## config.mk

```make
export PLATFORM = sky130hd
export DESIGN_NAME = muldiv_iter_unit
export DESIGN_NICKNAME = d
export VERILOG_FILES = /design/src/rtl/muldiv_pkg.sv /design/src/rtl/muldiv_special_case.sv /design/src/rtl/muldiv_iter_unit.sv
export SDC_FILE = /design/constraint.sdc
export NUM_CORES = 1
export LEC_CHECK = 0
export ABC_AREA = 0
export CAP_MARGIN = 20
export CORE_MARGIN = 2
export CORE_UTILIZATION = 50
export DETAILED_ROUTE_END_ITERATION = 7
export DONT_BUFFER_PORTS = 1
export SYNTH_ARGS = -nofsm -noshare
export SYNTH_HDL_FRONTEND = slang
export SYNTH_SLANG_ARGS = --single-unit
```

## constraint.sdc

```tcl
create_clock -name clk -period 3.9 [get_ports clk]
set_input_delay 0.78 -clock clk [delete_from_list [all_inputs] [get_ports clk]]
set_output_delay 0.78 -clock clk [all_outputs]
set_load 0.03 [all_outputs]
```

## src/rtl/muldiv_pkg.sv

```systemverilog
// Shared constants and helpers for the RV32M multiply/divide unit.
package muldiv_pkg;

    // funct3 encodings of the M-extension operations
    localparam logic [2:0] MD_MUL    = 3'b000;
    localparam logic [2:0] MD_MULH   = 3'b001;
    localparam logic [2:0] MD_MULHSU = 3'b010;
    localparam logic [2:0] MD_MULHU  = 3'b011;
    localparam logic [2:0] MD_DIV    = 3'b100;
    localparam logic [2:0] MD_DIVU   = 3'b101;
    localparam logic [2:0] MD_REM    = 3'b110;
    localparam logic [2:0] MD_REMU   = 3'b111;

    // funct7 value that marks an OP instruction as M-extension (decoder routing)
    localparam logic [6:0] MD_FUNCT7_MEXT = 7'b0000001;

    // FSM state encoding
    typedef enum logic [1:0] {
        ST_IDLE = 2'b00,
        ST_CALC = 2'b01,
        ST_FIX  = 2'b10,
        ST_DONE = 2'b11
    } md_state_e;

    // Divide and remainder ops all have funct3[2] set
    function automatic logic md_is_div(input logic [2:0] f3);
        return f3[2];
    endfunction

    // Remainder ops are the divide ops with funct3[1] set
    function automatic logic md_is_rem(input logic [2:0] f3);
        return f3[2] & f3[1];
    endfunction

endpackage

```

## src/rtl/muldiv_special_case.sv

```systemverilog
// Divide fast path: divide-by-zero and signed overflow produce a result
// without iterating.
module muldiv_special_case
    import muldiv_pkg::*;
#(
    parameter int WIDTH = 32
) (
    input  logic [2:0]       funct3,
    input  logic [WIDTH-1:0] op_a,
    input  logic [WIDTH-1:0] op_b,
    output logic             is_special,
    output logic [WIDTH-1:0] special_result
);

    logic signed_div_s;
    logic div_zero_s;
    logic overflow_s;

    // Detect the two corner cases and pick their architectural result
    always_comb begin
        signed_div_s = (funct3 == MD_DIV) || (funct3 == MD_REM);
        div_zero_s   = md_is_div(funct3) && (op_b == {WIDTH{1'b0}});
        overflow_s   = signed_div_s
                       && (op_a == {1'b1, {(WIDTH-1){1'b0}}})
                       && (op_b == {WIDTH{1'b1}});
        is_special   = div_zero_s | overflow_s;
        if (div_zero_s) begin
            special_result = md_is_rem(funct3) ? op_a : {WIDTH{1'b1}};
        end else if (overflow_s) begin
            special_result = md_is_rem(funct3) ? {WIDTH{1'b0}} : op_a;
        end else begin
            special_result = {WIDTH{1'b0}};
        end
    end

endmodule

```

## src/rtl/muldiv_iter_unit.sv

```systemverilog
// Multi-cycle RV32M multiply/divide unit: restoring radix-2 divider and
// shift-add (or single-cycle) multiplier sharing one 2*WIDTH accumulator.
module muldiv_iter_unit
    import muldiv_pkg::*;
#(
    parameter int WIDTH         = 32,
    parameter int TAG_W         = 5,
    parameter int MUL_ITERATIVE = 1
) (
    input  logic             clk,
    input  logic             rst,
    input  logic             in_valid,
    output logic             in_ready,
    input  logic [2:0]       funct3,
    input  logic [WIDTH-1:0] op_a,
    input  logic [WIDTH-1:0] op_b,
    input  logic [TAG_W-1:0] tag_in,
    input  logic             flush,
    output logic             out_valid,
    input  logic             out_ready,
    output logic [WIDTH-1:0] result,
    output logic [TAG_W-1:0] tag_out,
    output logic             busy
);

    localparam int W2    = 2 * WIDTH;
    localparam int CNT_W = $clog2(WIDTH);
    localparam logic [CNT_W-1:0] CNT_LAST = CNT_W'(WIDTH - 1);
    localparam logic [CNT_W-1:0] CNT_ONE  = CNT_W'(1);
    localparam logic [CNT_W-1:0] CNT_ZERO = CNT_W'(0);

    md_state_e        state_q, state_d;
    logic [CNT_W-1:0] cnt_q, cnt_d;
    logic [2:0]       f3_q, f3_d;
    logic [TAG_W-1:0] tag_q, tag_d;
    logic             neg_q, neg_d;
    logic [W2-1:0]    acc_q, acc_d;
    logic [WIDTH-1:0] opb_q, opb_d;
    logic [WIDTH-1:0] result_q, result_d;

    logic             sc_special_s;
    logic [WIDTH-1:0] sc_result_s;

    logic             signed_a_s, signed_b_s, neg_a_s, neg_b_s, neg_res_s;
    logic             fast_mul_s;
    logic [WIDTH-1:0] mag_a_s, mag_b_s, fast_result_s;
    logic [W2-1:0]    prod_fast_s, prod_fast_fix_s;
    logic [WIDTH:0]   div_r_s, div_diff_s, mul_sum_s;
    logic             div_ge_s;
    logic [W2-1:0]    div_step_s, mul_step_s, prod_fix_s;
    logic [WIDTH-1:0] quo_fix_s, rem_fix_s, fix_result_s;

    muldiv_special_case #(.WIDTH(WIDTH)) u_special (
        .funct3         (funct3),
        .op_a           (op_a),
        .op_b           (op_b),
        .is_special     (sc_special_s),
        .special_result (sc_result_s)
    );

    // Operand decode at accept: signedness, magnitudes, result sign, fast multiply
    always_comb begin
        signed_a_s = (funct3 == MD_MULH) || (funct3 == MD_MULHSU)
                     || (funct3 == MD_DIV) || (funct3 == MD_REM);
        signed_b_s = (funct3 == MD_MULH) || (funct3 == MD_DIV) || (funct3 == MD_REM);
        neg_a_s    = signed_a_s & op_a[WIDTH-1];
        neg_b_s    = signed_b_s & op_b[WIDTH-1];
        mag_a_s    = neg_a_s ? -op_a : op_a;
        mag_b_s    = neg_b_s ? -op_b : op_b;
        // Remainder takes the dividend's sign; everything else the xor of signs
        neg_res_s  = md_is_rem(funct3) ? neg_a_s : (neg_a_s ^ neg_b_s);
        fast_mul_s = (MUL_ITERATIVE == 0) && !md_is_div(funct3);
        prod_fast_s     = {{WIDTH{1'b0}}, mag_a_s} * {{WIDTH{1'b0}}, mag_b_s};
        prod_fast_fix_s = neg_res_s ? -prod_fast_s : prod_fast_s;
        if (funct3 == MD_MUL) begin
            fast_result_s = prod_fast_fix_s[WIDTH-1:0];
        end else begin
            fast_result_s = prod_fast_fix_s[W2-1:WIDTH];
        end
    end

    // One iteration of each engine; acc holds {remainder, quotient} or {partial, multiplier}
    always_comb begin
        div_r_s    = {acc_q[W2-1:WIDTH], acc_q[WIDTH-1]};
        div_ge_s   = (div_r_s >= {1'b0, opb_q});
        div_diff_s = div_r_s - {1'b0, opb_q};
        if (div_ge_s) begin
            div_step_s = {div_diff_s[WIDTH-1:0], acc_q[WIDTH-2:0], 1'b1};
        end else begin
            div_step_s = {div_r_s[WIDTH-1:0], acc_q[WIDTH-2:0], 1'b0};
        end
        mul_sum_s  = {1'b0, acc_q[W2-1:WIDTH]}
                     + (acc_q[0] ? {1'b0, opb_q} : {(WIDTH+1){1'b0}});
        mul_step_s = {mul_sum_s, acc_q[WIDTH-1:1]};
    end

    // Sign fix-up and result selection applied in the FIX cycle
    always_comb begin
        prod_fix_s = neg_q ? -acc_q : acc_q;
        quo_fix_s  = neg_q ? -acc_q[WIDTH-1:0] : acc_q[WIDTH-1:0];
        rem_fix_s  = neg_q ? -acc_q[W2-1:WIDTH] : acc_q[W2-1:WIDTH];
        case (f3_q)
            MD_MUL:                      fix_result_s = prod_fix_s[WIDTH-1:0];
            MD_MULH, MD_MULHSU, MD_MULHU: fix_result_s = prod_fix_s[W2-1:WIDTH];
            MD_DIV, MD_DIVU:             fix_result_s = quo_fix_s;
            MD_REM, MD_REMU:             fix_result_s = rem_fix_s;
            default:                     fix_result_s = quo_fix_s;
        endcase
    end

    // Next-state logic; flush overrides accept and the result handshake
    always_comb begin
        state_d = state_q;
        if (flush) begin
            state_d = ST_IDLE;
        end else begin
            case (state_q)
                ST_IDLE: begin
                    if (in_valid) begin
                        if (sc_special_s || fast_mul_s) begin
                            state_d = ST_DONE;
                        end else begin
                            state_d = ST_CALC;
                        end
                    end else begin
                        state_d = ST_IDLE;
                    end
                end
                ST_CALC: begin
                    if (cnt_q == CNT_LAST) begin
                        state_d = ST_FIX;
                    end else begin
                        state_d = ST_CALC;
                    end
                end
                ST_FIX:  state_d = ST_DONE;
                ST_DONE: begin
                    if (out_ready) begin
                        state_d = ST_IDLE;
                    end else begin
                        state_d = ST_DONE;
                    end
                end
                default: state_d = ST_IDLE;
            endcase
        end
    end

    // Datapath next values: latch op at accept, iterate in CALC, finalise in FIX
    always_comb begin
        cnt_d    = cnt_q;
        f3_d     = f3_q;
        tag_d    = tag_q;
        neg_d    = neg_q;
        acc_d    = acc_q;
        opb_d    = opb_q;
        result_d = result_q;
        if (flush) begin
            cnt_d = CNT_ZERO;
        end else begin
            case (state_q)
                ST_IDLE: begin
                    if (in_valid) begin
                        f3_d  = funct3;
                        tag_d = tag_in;
                        neg_d = neg_res_s;
                        cnt_d = CNT_ZERO;
                        acc_d = {{WIDTH{1'b0}}, mag_a_s};
                        opb_d = mag_b_s;
                        if (sc_special_s) begin
                            result_d = sc_result_s;
                        end else if (fast_mul_s) begin
                            result_d = fast_result_s;
                        end else begin
                            result_d = result_q;
                        end
                    end else begin
                        cnt_d = cnt_q;
                    end
                end
                ST_CALC: begin
                    acc_d = md_is_div(f3_q) ? div_step_s : mul_step_s;
                    cnt_d = (cnt_q == CNT_LAST) ? CNT_ZERO : (cnt_q + CNT_ONE);
                end
                ST_FIX:  result_d = fix_result_s;
                ST_DONE: result_d = result_q;
                default: cnt_d = CNT_ZERO;
            endcase
        end
    end

    // State and datapath registers, cleared asynchronously by rst
    always_ff @(posedge clk or negedge rst) begin
        if (!rst) begin
            state_q  <= ST_IDLE;
            cnt_q    <= CNT_ZERO;
            f3_q     <= 3'b000;
            tag_q    <= {TAG_W{1'b0}};
            neg_q    <= 1'b0;
            acc_q    <= {W2{1'b0}};
            opb_q    <= {WIDTH{1'b0}};
            result_q <= {WIDTH{1'b0}};
        end else begin
            state_q  <= state_d;
            cnt_q    <= cnt_d;
            f3_q     <= f3_d;
            tag_q    <= tag_d;
            neg_q    <= neg_d;
            acc_q    <= acc_d;
            opb_q    <= opb_d;
            result_q <= result_d;
        end
    end

    // Handshake and status outputs decoded from the state register
    always_comb begin
        in_ready  = (state_q == ST_IDLE);
        busy      = (state_q != ST_IDLE);
        out_valid = (state_q == ST_DONE);
        result    = result_q;
        tag_out   = tag_q;
    end

endmodule

```

Word level (Yosys, flattened, before mapping)

Cells that the tools add are included.

Input port bits: 77
Register bits after elaboration: 144
Output and inout port bits: 40
Word-level logic and storage cells: 95

Order comparisons: 1
Bitwise operators: 6
Mux-type cells: 29
Reductions and logical operators: 23
Add/subtract/negate cells: 8
Equality and inequality tests: 20

Operator list:

| operator             | number |
|---|---|
| $mux 32              | 11 |
| $mux 64              | 4 |
| $neg 32->32          | 4 |
| $pmux 32 s4          | 1 |
| $pmux 64 s2          | 1 |
| $eq 32x32->1 const B | 2 |
| $neg 64->64          | 1 |
| $pmux 32 s2          | 1 |
| $add 32x32->33       | 1 |
| $ge 33x32->1         | 1 |
| $logic_not 32->1     | 1 |
| $sub 32x32->32       | 1 |
| $eq 3x3->1 const B   | 6 |
| $mux 5               | 3 |
| $mux 2               | 5 |
| $pmux 5 s2           | 1 |
| $eq 3x2->1 const B   | 3 |
| $pmux 2 s4           | 1 |
| $eq 3x1->1 const B   | 2 |
| $logic_or 1x1->1     | 6 |
| $reduce_and 3->1     | 2 |
| $reduce_bool 2->1    | 3 |
| $add 5x1->5 const B  | 1 |
| $eq 5x5->1 const B   | 1 |
| other kinds (18)     | 24 |

Logic depth before layout (Yosys ltp)

Depth after elaboration: 9
Depth in mapped cells: 14
Depth with buffers taken out: 13

By module

From an unflattened synthesis, not the netlist that was laid out.

Cell total of the unflattened synthesis: 1904
Area total of the unflattened synthesis: 14455.1 µm²

By module, submodules not included:

| module              | seq. area each (µm²) | cells an instance | times used | area each (µm²) |
|---|---|---|---|---|
| muldiv_iter_unit    | 3603.5               | 1824              | 1          | 13903.3 |
| muldiv_special_case | 0.0                  | 80                | 1          | 551.8 |

Worst setup path after synthesis

Ideal clock, no wire load.

Path kind: flip-flop to flip-flop
Start: register acc_q[0]
End: register acc_q[62]
Path buffers: 2
Arrival: 3151 ps
Clock period less this slack: 3254 ps
Data required time: 3796 ps
Library setup time: 104 ps
Slack: 646 ps
Stages on the path, launching flop included: 15
Cells stage by stage: dfrtp_1 inv_1 clkbuf_1 nor2_1 ha_1 clkbuf_1 a21o_1 a21o_1 a21oi_1 o21ai_0 a221oi_1 o311ai_1 o31ai_1 mux2_2 o311ai_1

Longest elaborated chain between the ends: 4

RTL lines:

| element                | line                    | text |
|---|---|---|
| start, declared        | muldiv_iter_unit.sv:37  | `logic [W2-1:0] acc_q, acc_d;` |
| start signal, assigned | muldiv_iter_unit.sv:200 | `acc_q <= {W2{1'b0}};` |
| $mux 32                | muldiv_iter_unit.sv:93  | `+ (acc_q[0] ? {1'b0, opb_q} : {(WIDTH+1){1'b0}});` |
| $add 32x32->33         | muldiv_iter_unit.sv:93  |  |
| $mux 64                | muldiv_iter_unit.sv:182 | `acc_d = md_is_div(f3_q) ? div_step_s : mul_step_s;` |
| $pmux 64 s2            | muldiv_iter_unit.sv:161 | `case (state_q)` |

Every way passes these cells.
A chain may end at the register's enable or synchronous reset.

Worst setup path after layout

Start: register acc_q[0]
End: register acc_q[61]

Same word-level chain as after synthesis.

==> flow_metrics.py <==
metrics = {
    "flow_run": {
        "max_cap_violations": 0,
    },
    "yosys": {
        "synth_area_leaders": "dfrtp_1 25%, o21ai_0 7.3%, nand2_1 6.4%, ha_1 6.2%, xnor2_1 5.5%",
        "synthCells": 1932,
        "synth-seq-area-share_pct": 25.04,
        "synth_cell_types": 89,
        "ys.flop_type": "dfrtp_1",
        "synth_area_per_cell_um2": 7.449,
        "synth_edf_count": 0,
        "ys_seq_elements": 144,
        "synth_top_cell_by_area": "dfrtp_1",
        "synthArstFlopShare_pct": 100.0,
        "yosysWarningCount": 0,
        "yosysTopAreaCellShare_pct": 25.04,
        "synth_area_um2": 14390,
        "syn_nets": 2082,
    },
    "layout": {
        "num_antenna_cells": 0,
        "final-seq-area_um2": 3608,
        "fin_nets": 2040,
        "fill_cells": 2857,
        "fin_cells": 2287,
        "drive_above_1_share_pct": 7.882,
        "multi_input_area_um2": 10110,
        "areaGrowthSynthToFinish_pct": 8.112,
    },
    "floorplan": {
        "core-area_um2": 28550,
        "io_pins": 117,
        "die_area_um2": 30160,
        "fp.dieH_um": 173.7,
        "die_w_um": 173.7,
        "num_rows": 62,
        "start_util_pct": 50.41,
    },
    "clock_network": {
        "clock_path_buffers": 2,
        "clkTransAtPathRegs_ns": 0.07,
        "postCtsSetupRepairBufs": 0,
        "cts_hold_buf": 0,
        "cts.root.buffer_cell": "clkbuf_16",
        "clk_latency_ns": 0.46,
        "cts_resized": 0,
        "htree_levels": 4,
        "numCtsBuffers": 17,
        "cts_tree": "built",
        "cts.sinks": 144,
    },
    "route": {
        "routed_wl_um": 50620,
        "drtPass1Iterations": 6,
        "vias": 14650,
        "drc": 0,
        "ant_nets": 0,
        "via_per_inst": 6.404,
        "wl_per_cell_um": 22.14,
        "drt-initial-drc-count": 1441,
    },
    "timing": {
        "layout_worst_path_cycle_share_pct": 94.83,
        "hold_viol_final": 0,
        "fmax_ghz": 0.2704,
        "grt_setup_unrepaired": "false",
        "worstMarginPinSlew_ns": 0.9742,
        "maxSlewHeadroom_pct": 34.81,
        "min_period_ns": 3.699,
        "setup_viol": 0,
        "fin_skew_ns": 0.01253,
        "maxSlewViolCount": 0,
        "tns_ns": 0,
    },
    "worst_setup_path": {
        "cp_max_fo": 18,
        "worst_r2r_path_depth": 12,
        "crit_arrival_ns": 4.05,
        "crit_path_end_kind": "flip-flop",
        "worstSetupStartpointType": "flip-flop",
        "path_class": "reg -> reg",
        "cp.required_ns": 4.25,
    },
    "hold_path": {
        "min_path_type": "in -> async",
    },
    "global_route": {
        "grt_pass1_vias": 13830,
        "overflow": 0,
        "grt_pass1_wl_um": 79210,
        "grt_max_degree": 145,
        "grtUsageTotal_pct": 33.28,
        "antenna_found_initial": 0,
    },
    "pwr": {
        "leakage_nw": 6.583,
        "ir_worst_vdd_mv": 0.3523,
        "power_density_nw_per_um2": 732.3,
    },
    "placement": {
        "port_buffers": 0,
        "place_congestion": 0.9439,
        "dp_cells": 2255,
        "hpwl_um": 38260,
    },
    "outcome": {
        "status": "complete, no violations",
    },
}
==> power by group <==
part           switching [mW]  internal [mW]
Clock                   0.730           1.01
Sequential              0.480           1.81
Combinational            4.52           2.84
Total                    5.73           5.66
==> sequential cells by signal, summed over array words and instances (netlist names) <==
signal and flops:
state_q 2, result 32, acc_q 64, tag_out 5, cnt_q 5, f3_q 3, neg_q 1, opb_q 32
==> area by class of cell <==
cell class                      count  share of cell area [%]
Sequential cell                   144                   23.19
Multi-Input combinational cell   1597                   64.96
Timing Repair Buffer               64                   3.329
Clock inverter                     12                   1.029
Clock buffer                       20                   2.807
Tap cell                          384                   3.088
Inverter                           66                   1.592
==> logic make-up after synthesis <==
group                      synth area share [%]
AOI/OAI and AO/OA                         27.92
xor gates and xnor gates                  9.555
adders and majority gates                 6.451
buffers and inverters                     5.095
DFF                                       25.04
muxes                                     3.086
and+or+nand+nor                           22.86
==> per-stage QoR <==
step                hold WS (ns)  instance area, um^2  power [mW]  setup slack, ns  util, %
global route            0.007114                15560       12.15           0.1053    54.50
CTS                     0.009445                15560       11.21           0.3095    54.50
floorplan                 0.4399                14390       7.370           0.6456        -
global placement          0.4628                14940       9.383           0.2947    52.34
finish                   0.02041                15560       11.39           0.2014    54.50
detailed placement        0.4720                14960       9.433           0.1620    52.41
==> synthesized netlist by cell type, types with 22 or more instances <==
library cell  count
a21o_1           33
a21oi_1         142
a22oi_1          22
a31oi_1          23
clkbuf_1        103
dfrtp_1         144
ha_1             71
inv_1            65
mux2i_1          41
nand2_1         245
nand2b_1         22
nand3_1          38
nand4_1          25
nor2_1          184
nor3_1           41
o21ai_0         209
o21ai_1          23
o31ai_1          28
xnor2_1          90
xor2_1           67
==> final timing paths <==
check / from / end / slack (ns)
max: acc_q[0] / acc_q[61] / 0.20
min: rst / acc_q[45] / 0.02
max reg2reg: acc_q[0] / acc_q[61] / 0.20
min reg2reg: opb_q[26] / opb_q[26] / 0.48
max in group asynchronous: rst / f3_q[2] / 3.63
min in group clk: funct3[0] / f3_q[0] / 0.43
==> critical path: stages (launching register included) <==
cell and delay, ns:
dfrtp_1 0.42, inv_1 0.25, buf_12 0.20, nor2_1 0.07
ha_1 0.33, a2111oi_0 0.46, a2bb2oi_1 0.22, a2111o_1 0.51
a41oi_2 0.35, o311ai_1 0.24, mux2i_1 0.16, o21a_1 0.18
o311ai_1 0.21
==> cells in the final DEF, fill, tap and decap left out, drive strengths merged, types with 13 or more instances in the layout <==
master,instances
o31ai,29
nor2b,13
xnor2,90
mux2i,41
nor4,22
a21oi,142
a31oi,23
nand4,26
ha,71
a211oi,14
nand2,246
o21a,16
nand3,39
o22ai,16
a22oi,22
o211ai,17
xor2,67
nor2,184
o41ai,17
dfrtp,144
inv,67
clkbuf,20
nand2b,23
or4,23
buf,64
nor3,43
a21o,33
o21ai,233
or3,15
==> routing by layer <==
layer  routed length (um)  vias up  GRT usage, %
met4                 1277        2         11.06
li1                     -     6907             -
met3                 4673       80         9.013
met2                21360      643         48.63
met1                23230     7014         47.29
met5                   82        -         1.923
Note: power is estimated with default switching activity, not from simulation.
